<file path="config.mk">
export PLATFORM = sky130hd
export DESIGN_NAME = sensor_packetizer
export DESIGN_NICKNAME = d
export VERILOG_FILES = /design/src/rtl/sensor_pkt_pkg.sv /design/src/rtl/sample_fifo.sv /design/src/rtl/sensor_packetizer.sv
export SDC_FILE = /design/constraint.sdc
export NUM_CORES = 1
export LEC_CHECK = 0
export CORE_MARGIN = 10
export CORE_UTILIZATION = 55
export CTS_CLUSTER_DIAMETER = 30
export DETAILED_ROUTE_END_ITERATION = 8
export PLACE_DENSITY = 0.78
export SYNTH_ARGS = -nofsm -noshare
export SYNTH_HDL_FRONTEND = slang
export SYNTH_SLANG_ARGS = --single-unit
</file>
<file path="constraint.sdc">
create_clock -name clk -period 6.2 [get_ports clk]
set_clock_uncertainty 0.05 [all_clocks]
set_input_delay 0.62 -clock clk [delete_from_list [all_inputs] [get_ports clk]]
set_output_delay 0.62 -clock clk [all_outputs]
set_load 0.01 [all_outputs]
</file>
<file path="src/rtl/sensor_pkt_pkg.sv">
// Shared types and helpers for the sensor packetizer: FSM state encoding, byte width
// and the CRC-8 byte-update function used when the CRC checksum build is selected.
package sensor_pkt_pkg;

  localparam int unsigned ByteW = 8;
  localparam logic [ByteW-1:0] Crc8Poly = 8'h07;

  typedef enum logic [2:0] {
    StIdle,
    StHdr,
    StSeq,
    StPayload,
    StCsum
  } pkt_state_e;

  // MSB-first CRC-8 over one byte, no reflection, no final XOR.
  function automatic logic [ByteW-1:0] crc8_update(input logic [ByteW-1:0] crc,
                                                   input logic [ByteW-1:0] data);
    logic [ByteW-1:0] c;
    c = crc ^ data;
    for (int i = 0; i < ByteW; i++) begin
      c = c[ByteW-1] ? ((c << 1) ^ Crc8Poly) : (c << 1);
    end
    return c;
  endfunction

endpackage

</file>
<file path="src/rtl/sample_fifo.sv">
// Synchronous FIFO for buffered sensor samples. A push into a full FIFO is accepted only
// when a pop happens in the same cycle; otherwise it is ignored and the contents stay intact.
module sample_fifo #(
  parameter int unsigned Depth = 8,
  parameter int unsigned Width = 8,
  localparam int unsigned AddrW = (Depth > 1) ? $clog2(Depth) : 1
) (
  input  logic             clk_i,
  input  logic             rst_ni,
  input  logic             push_i,
  input  logic [Width-1:0] wdata_i,
  input  logic             pop_i,
  output logic [Width-1:0] rdata_o,
  output logic             full_o,
  output logic             empty_o,
  output logic [AddrW:0]   count_o
);

  localparam logic [AddrW-1:0] PtrLast = AddrW'(Depth - 1);
  localparam logic [AddrW:0]   CountFull = (AddrW + 1)'(Depth);

  logic [Width-1:0] mem_q [Depth];
  logic [AddrW-1:0] wr_ptr_q, wr_ptr_d;
  logic [AddrW-1:0] rd_ptr_q, rd_ptr_d;
  logic [AddrW:0]   count_q, count_d;
  logic             push_ok, pop_ok;

  assign full_o  = (count_q == CountFull);
  assign empty_o = (count_q == '0);
  assign count_o = count_q;
  assign rdata_o = mem_q[rd_ptr_q];

  assign pop_ok  = pop_i && !empty_o;
  assign push_ok = push_i && (!full_o || pop_ok);

  always_comb begin
    wr_ptr_d = wr_ptr_q;
    rd_ptr_d = rd_ptr_q;
    count_d  = count_q;
    if (push_ok) wr_ptr_d = (wr_ptr_q == PtrLast) ? '0 : wr_ptr_q + AddrW'(1);
    if (pop_ok)  rd_ptr_d = (rd_ptr_q == PtrLast) ? '0 : rd_ptr_q + AddrW'(1);
    unique case ({push_ok, pop_ok})
      2'b10:   count_d = count_q + (AddrW + 1)'(1);
      2'b01:   count_d = count_q - (AddrW + 1)'(1);
      default: count_d = count_q;
    endcase
  end

  always_ff @(posedge clk_i or negedge rst_ni) begin
    if (!rst_ni) begin
      wr_ptr_q <= '0;
      rd_ptr_q <= '0;
      count_q  <= '0;
    end else begin
      wr_ptr_q <= wr_ptr_d;
      rd_ptr_q <= rd_ptr_d;
      count_q  <= count_d;
    end
  end

  // Storage needs no reset: empty entries are never presented downstream.
  always_ff @(posedge clk_i) begin
    if (push_ok) mem_q[wr_ptr_q] <= wdata_i;
  end

endmodule

</file>
<file path="src/rtl/sensor_packetizer.sv">
// Samples the sensor every SAMPLE_DIV cycles into a FIFO and frames PAYLOAD_LEN samples per
// packet as HDR, SEQ, payload, checksum. Define SENSOR_PKT_CRC8_EN for a CRC-8 checksum byte.
module sensor_packetizer
  import sensor_pkt_pkg::*;
#(
  parameter logic [ByteW-1:0] NODE_ID     = 8'h01,
  parameter int unsigned      SAMPLE_DIV  = 10,
  parameter int unsigned      PAYLOAD_LEN = 4,
  parameter int unsigned      FIFO_DEPTH  = 8
) (
  input  logic                        clk,
  input  logic                        rst_n,
  input  logic                        enable,
  output logic                        sense_en,
  input  logic [ByteW-1:0]            sensor_data,
  output logic [ByteW-1:0]            tx_data,
  output logic                        tx_valid,
  input  logic                        tx_ready,
  output logic                        tx_last,
  output logic                        overflow,
  output logic [$clog2(FIFO_DEPTH):0] fifo_count
);

  localparam int unsigned CntW   = $clog2(SAMPLE_DIV);
  localparam int unsigned CountW = $clog2(FIFO_DEPTH) + 1;
  localparam int unsigned PayW   = (PAYLOAD_LEN > 1) ? $clog2(PAYLOAD_LEN) : 1;

  localparam logic [CntW-1:0]   CntLast   = CntW'(SAMPLE_DIV - 1);
  localparam logic [PayW-1:0]   PayLast   = PayW'(PAYLOAD_LEN - 1);
  localparam logic [CountW-1:0] PktThresh = CountW'(PAYLOAD_LEN);

  function automatic logic [ByteW-1:0] csum_step(input logic [ByteW-1:0] acc,
                                                 input logic [ByteW-1:0] b);
`ifdef SENSOR_PKT_CRC8_EN
    return crc8_update(acc, b);
`else
    return acc ^ b;
`endif
  endfunction

  pkt_state_e       state_q, state_d;
  logic [CntW-1:0]  cnt_q, cnt_d;
  logic [PayW-1:0]  pay_cnt_q, pay_cnt_d;
  logic [ByteW-1:0] seq_q, seq_d;
  logic [ByteW-1:0] csum_q, csum_d;
  logic             sense_en_q;
  logic             overflow_q, overflow_d;

  logic             strike;
  logic             fifo_pop;
  logic             fifo_full;
  logic             fifo_empty;
  logic [ByteW-1:0] fifo_rdata;
  logic             pkt_ready;
  logic             tx_fire;

  // Sampler: free-running divider while enabled, parked at zero otherwise.
  assign strike = enable && (cnt_q == CntLast);

  always_comb begin
    cnt_d = cnt_q;
    if (!enable || (cnt_q == CntLast)) begin
      cnt_d = '0;
    end else begin
      cnt_d = cnt_q + CntW'(1);
    end
  end

  assign overflow_d = overflow_q | (strike & fifo_full & ~fifo_pop);

  sample_fifo #(
    .Depth (FIFO_DEPTH),
    .Width (ByteW)
  ) u_sample_fifo (
    .clk_i   (clk),
    .rst_ni  (rst_n),
    .push_i  (strike),
    .wdata_i (sensor_data),
    .pop_i   (fifo_pop),
    .rdata_o (fifo_rdata),
    .full_o  (fifo_full),
    .empty_o (fifo_empty),
    .count_o (fifo_count)
  );

  assign pkt_ready = (fifo_count >= PktThresh);
  assign sense_en  = sense_en_q;
  assign overflow  = overflow_q;

  always_comb begin
    state_d   = state_q;
    pay_cnt_d = pay_cnt_q;
    seq_d     = seq_q;
    csum_d    = csum_q;
    tx_valid  = 1'b0;
    tx_data   = '0;
    tx_last   = 1'b0;
    fifo_pop  = 1'b0;

    unique case (state_q)
      StIdle: begin
        if (pkt_ready) state_d = StHdr;
      end
      StHdr: begin
        tx_valid = 1'b1;
        tx_data  = NODE_ID;
        if (tx_ready) state_d = StSeq;
      end
      StSeq: begin
        tx_valid = 1'b1;
        tx_data  = seq_q;
        if (tx_ready) begin
          state_d   = StPayload;
          pay_cnt_d = '0;
        end
      end
      StPayload: begin
        tx_valid = 1'b1;
        tx_data  = fifo_rdata;
        if (tx_ready) begin
          fifo_pop = !fifo_empty;
          if (pay_cnt_q == PayLast) begin
            state_d = StCsum;
          end else begin
            pay_cnt_d = pay_cnt_q + PayW'(1);
          end
        end
      end
      StCsum: begin
        tx_valid = 1'b1;
        tx_data  = csum_q;
        tx_last  = 1'b1;
        if (tx_ready) begin
          seq_d   = seq_q + 8'd1;
          state_d = pkt_ready ? StHdr : StIdle;
        end
      end
      default: state_d = StIdle;
    endcase

    tx_fire = tx_valid && tx_ready;
    // Checksum covers every byte before the checksum itself, restarting for each packet.
    if (tx_fire) begin
      csum_d = (state_q == StCsum) ? '0 : csum_step(csum_q, tx_data);
    end
  end

  always_ff @(posedge clk or negedge rst_n) begin
    if (!rst_n) begin
      state_q    <= StIdle;
      cnt_q      <= '0;
      pay_cnt_q  <= '0;
      seq_q      <= '0;
      csum_q     <= '0;
      sense_en_q <= 1'b0;
      overflow_q <= 1'b0;
    end else begin
      state_q    <= state_d;
      cnt_q      <= cnt_d;
      pay_cnt_q  <= pay_cnt_d;
      seq_q      <= seq_d;
      csum_q     <= csum_d;
      sense_en_q <= enable;
      overflow_q <= overflow_d;
    end
  end

endmodule

</file>
==> flow_summary.json <==
{
  "avgViaCountPerCell": 5.60,
  "critical_path.max_stage_delay_ns": 0.55,
  "die_x_um": 112,
  "ctsHoldBuffers": 0,
  "crit_fanout": 35,
  "synthesis.area_um2": 4660,
  "grt_first_pass_wirelength_mm": 13.3,
  "cts.sinks": 101,
  "multi_input_area_um2": 1660,
  "cp_slowest_cell": "clkdlybuf4s50_1",
  "grt_antenna_before_repair": 0,
  "layout.nets": 374,
  "cts_setup_buffers": 0,
  "ant_nets": 0,
  "rsz0062_at_grt": "no",
  "crit_type": "reg2out",
  "start_util_pct": 56.7,
  "synth_most_common_cell": "edfxtp_1",
  "num-fill-cells": 604,
  "power.net_switching_uw": 318,
  "ys_seq_area_share_pct": 61.1,
  "syn-num-nets": 352,
  "start_kind": "flip-flop",
  "n_antenna_cell": 0,
  "ff2ff_setup_slack_ns": 3.12,
  "cts_resized": 0,
  "synth-main-ff-cell": "edfxtp_1",
  "worstPathRequired_ns": 5.53,
  "dieArea_um2": 12600,
  "syn_avg_cell_area_um2": 14.2,
  "run_status": "finished, final reports clean",
  "drive_above_1_share_pct": 10.7,
  "fin_setup_tns_ns": 0,
  "core_area_um2": 8220,
  "layout_min_cycle_time_ns": 3.11,
  "drt-total-wl_mm": 8.07,
  "intPower_uw": 927,
  "setup_violations": 0,
  "routedWlPerCell_um": 17.5,
  "dpl.hpwl_mm": 5.72,
  "power_leakage_nw": 1.89,
  "hold_violations": 0,
  "switching_share_pct": 25.6,
  "cts_tree": "done",
  "gr-total-overflow": 0,
  "htree_levels": 3,
  "grt_use_total_pct": 12.8,
  "fmax_mhz": 321,
  "pwr_density_cell_nw_per_um2": 243,
  "hold-worst-slack_ns": 0.310,
  "total_power_mw": 1.25,
  "min_path_type": "in2async",
  "postSynthCellCount": 329,
  "ys_async_sr_fraction_pct": 36.6,
  "drv_slew": 0,
  "synth_cell_types": 54,
  "grt_pass1_vias": 2593,
  "critPathCaptureType": "output pin",
  "ys_top_cells_by_area": "edfxtp_1 41%, dfrtp_1 20%, mux2i_1 7.1%",
  "pwr-share-clk_pct": 33.4,
  "io_buffers": 27,
  "numCtsBuffers": 9,
  "cp.arrival_ns": 2.44,
  "yosys.area.top_type": "edfxtp_1",
  "layout-area-overhead-vs-synth_pct": 10.1,
  "clock-root-buffer": "clkbuf_8",
  "clk_path_buf_depth": 2,
  "dp_cells": 445,
  "fp.dieH_um": 112,
  "dr_total_vias": 2582,
  "worstSkewPairLatency_ns": 0.35,
  "drt-pass1-iter-count": 4,
  "crit_chain": "buf_4 > mux2i_1 > a22oi_1 > a31o_1 > clkdlybuf4s50_1",
  "place_congestion": 0.789,
  "post_synth_most_frequent_cells": "64 x edfxtp_1, 37 x dfrtp_1, 33 x mux2i_1",
  "tightest_slew_ns": 1.18,
  "grt_start_max_net_pins": 38,
  "cts.reportedPaths.clkPinSlew_ns": 0.11,
  "period_share_pct": 50.2,
  "rr_endpoint": "u_sample_fifo.mem_q[2][6]",
  "synth_top_area_share_pct": 41.2,
  "utilization_pct": 62.5,
  "maxCapViolations": 0,
  "synth_warnings": 0,
  "slew_headroom_pct": 21.0,
  "synth-seq-cells": 101,
  "timing.rr.start": "state_q[1]",
  "drt_iter0_markers": 197,
  "fin_cells": 461,
  "ir_worst_vdd_mv": 0.160,
  "seqPwrFrac_pct": 60.0,
  "synth-edff-count": 64,
  "final-seq-area_um2": 2850,
  "worstRegToRegCells": 5,
  "ios": 28,
  "post-route-drc-count": 0,
  "pwr-share-comb_pct": 6.6,
  "placementRows": 33
}
[sequential cells by signal, summed over array words and instances (netlist names)]
name                    cells
seq_q                       8
state_q                     3
u_sample_fifo.rd_ptr_q      3
u_sample_fifo.mem_q        64
pay_cnt_q                   2
cnt_q                       4
csum_q                      8
sense_en                    1
u_sample_fifo.wr_ptr_q      3
u_sample_fifo.count_o       4
overflow                    1
[critical path, delay by kind of cell (launching register included)]
kind / cells / cell delay [ns]
buffers and inverters: 2 / 1.01
AOI/OAI and AO/OA: 2 / 0.55
DFF: 1 / 0.33
muxes: 1 / 0.16
[worst max-delay path by stage]
stage	from	endpoint	slack, ns	cells past startpoint
after global placement	tx_ready	u_sample_fifo.mem_q[2][1]	3.14	5
final	u_sample_fifo.rd_ptr_q[0]	tx_data[2]	3.09	5
after global routing	state_q[1]	u_sample_fifo.mem_q[2][0]	2.83	5
after floorplan	u_sample_fifo.count_o[1]	u_sample_fifo.count_o[2]	3.83	10
after CTS	state_q[1]	u_sample_fifo.mem_q[2][6]	3.06	5
after detailed placement	tx_ready	u_sample_fifo.mem_q[2][1]	3.01	5
[cells in the final DEF, fill, tap and decap left out, drive strengths merged, types with 7 or more instances in the layout]
| cell | count |
|---|---|
| a21oi | 13 |
| a31o | 7 |
| inv | 9 |
| nor2 | 12 |
| ha | 11 |
| clkdlybuf4s50 | 26 |
| clkbuf | 9 |
| nand3b | 16 |
| nand2 | 16 |
| edfxtp | 64 |
| xor2 | 15 |
| xnor2 | 7 |
| a22oi | 16 |
| dfrtp | 37 |
| mux2i | 33 |
[logic make-up (layout without fill, tap and decap cells)]
logic type,count (synthesis),after routing,synth area share (%)
multiplexers,39,39,8.54
XOR/XNOR,22,22,4.46
buffers and inverters,22,49,3.38
adder cells (fa/ha/maj),11,11,2.95
AO/OA/AOI/OAI,52,52,8.00
flip-flops,101,101,61.1
AND/OR/NAND/NOR,82,82,11.6
[area by class of cell]
class	instances	share of cell area, %
clock inverter	7	1.63
inverter	5	0.366
sequential	101	55.5
clock buffer	9	2.41
multi-input combinational	206	32.2
tap	105	2.56
timing repair buffer	28	5.31
[power by group through the flow]
stage                     combinational [mW]  sequential (mW)  clock [mW]
final                                 0.0824            0.747       0.416
after global routing                  0.0899            0.750       0.459
after CTS                             0.0843            0.747       0.428
after detailed placement              0.0841            0.761           0
after global placement                0.0831            0.760           0
after floorplan                       0.0642            0.744           0
[metal layers]
metal	global-route usage [%]	vias up	share of wire, %	wire length (µm)
met5	0	-	0	0
met4	3.64	0	0.73	59
met3	3.51	4	4.0	326
met2	20.5	46	49	3920
met1	16.8	1264	47	3770
li1	-	1268	-	-
[per-stage QoR]
stage	setup WS (ns)	cell area [µm²]
4_1_cts	3.06	5130
6_report	3.09	5130
3_5_place_dp	3.01	4930
5_1_grt	2.83	5130
2_1_floorplan	3.83	4660
3_3_place_gp	3.14	4930
Power figures use the tool's default switching activity.
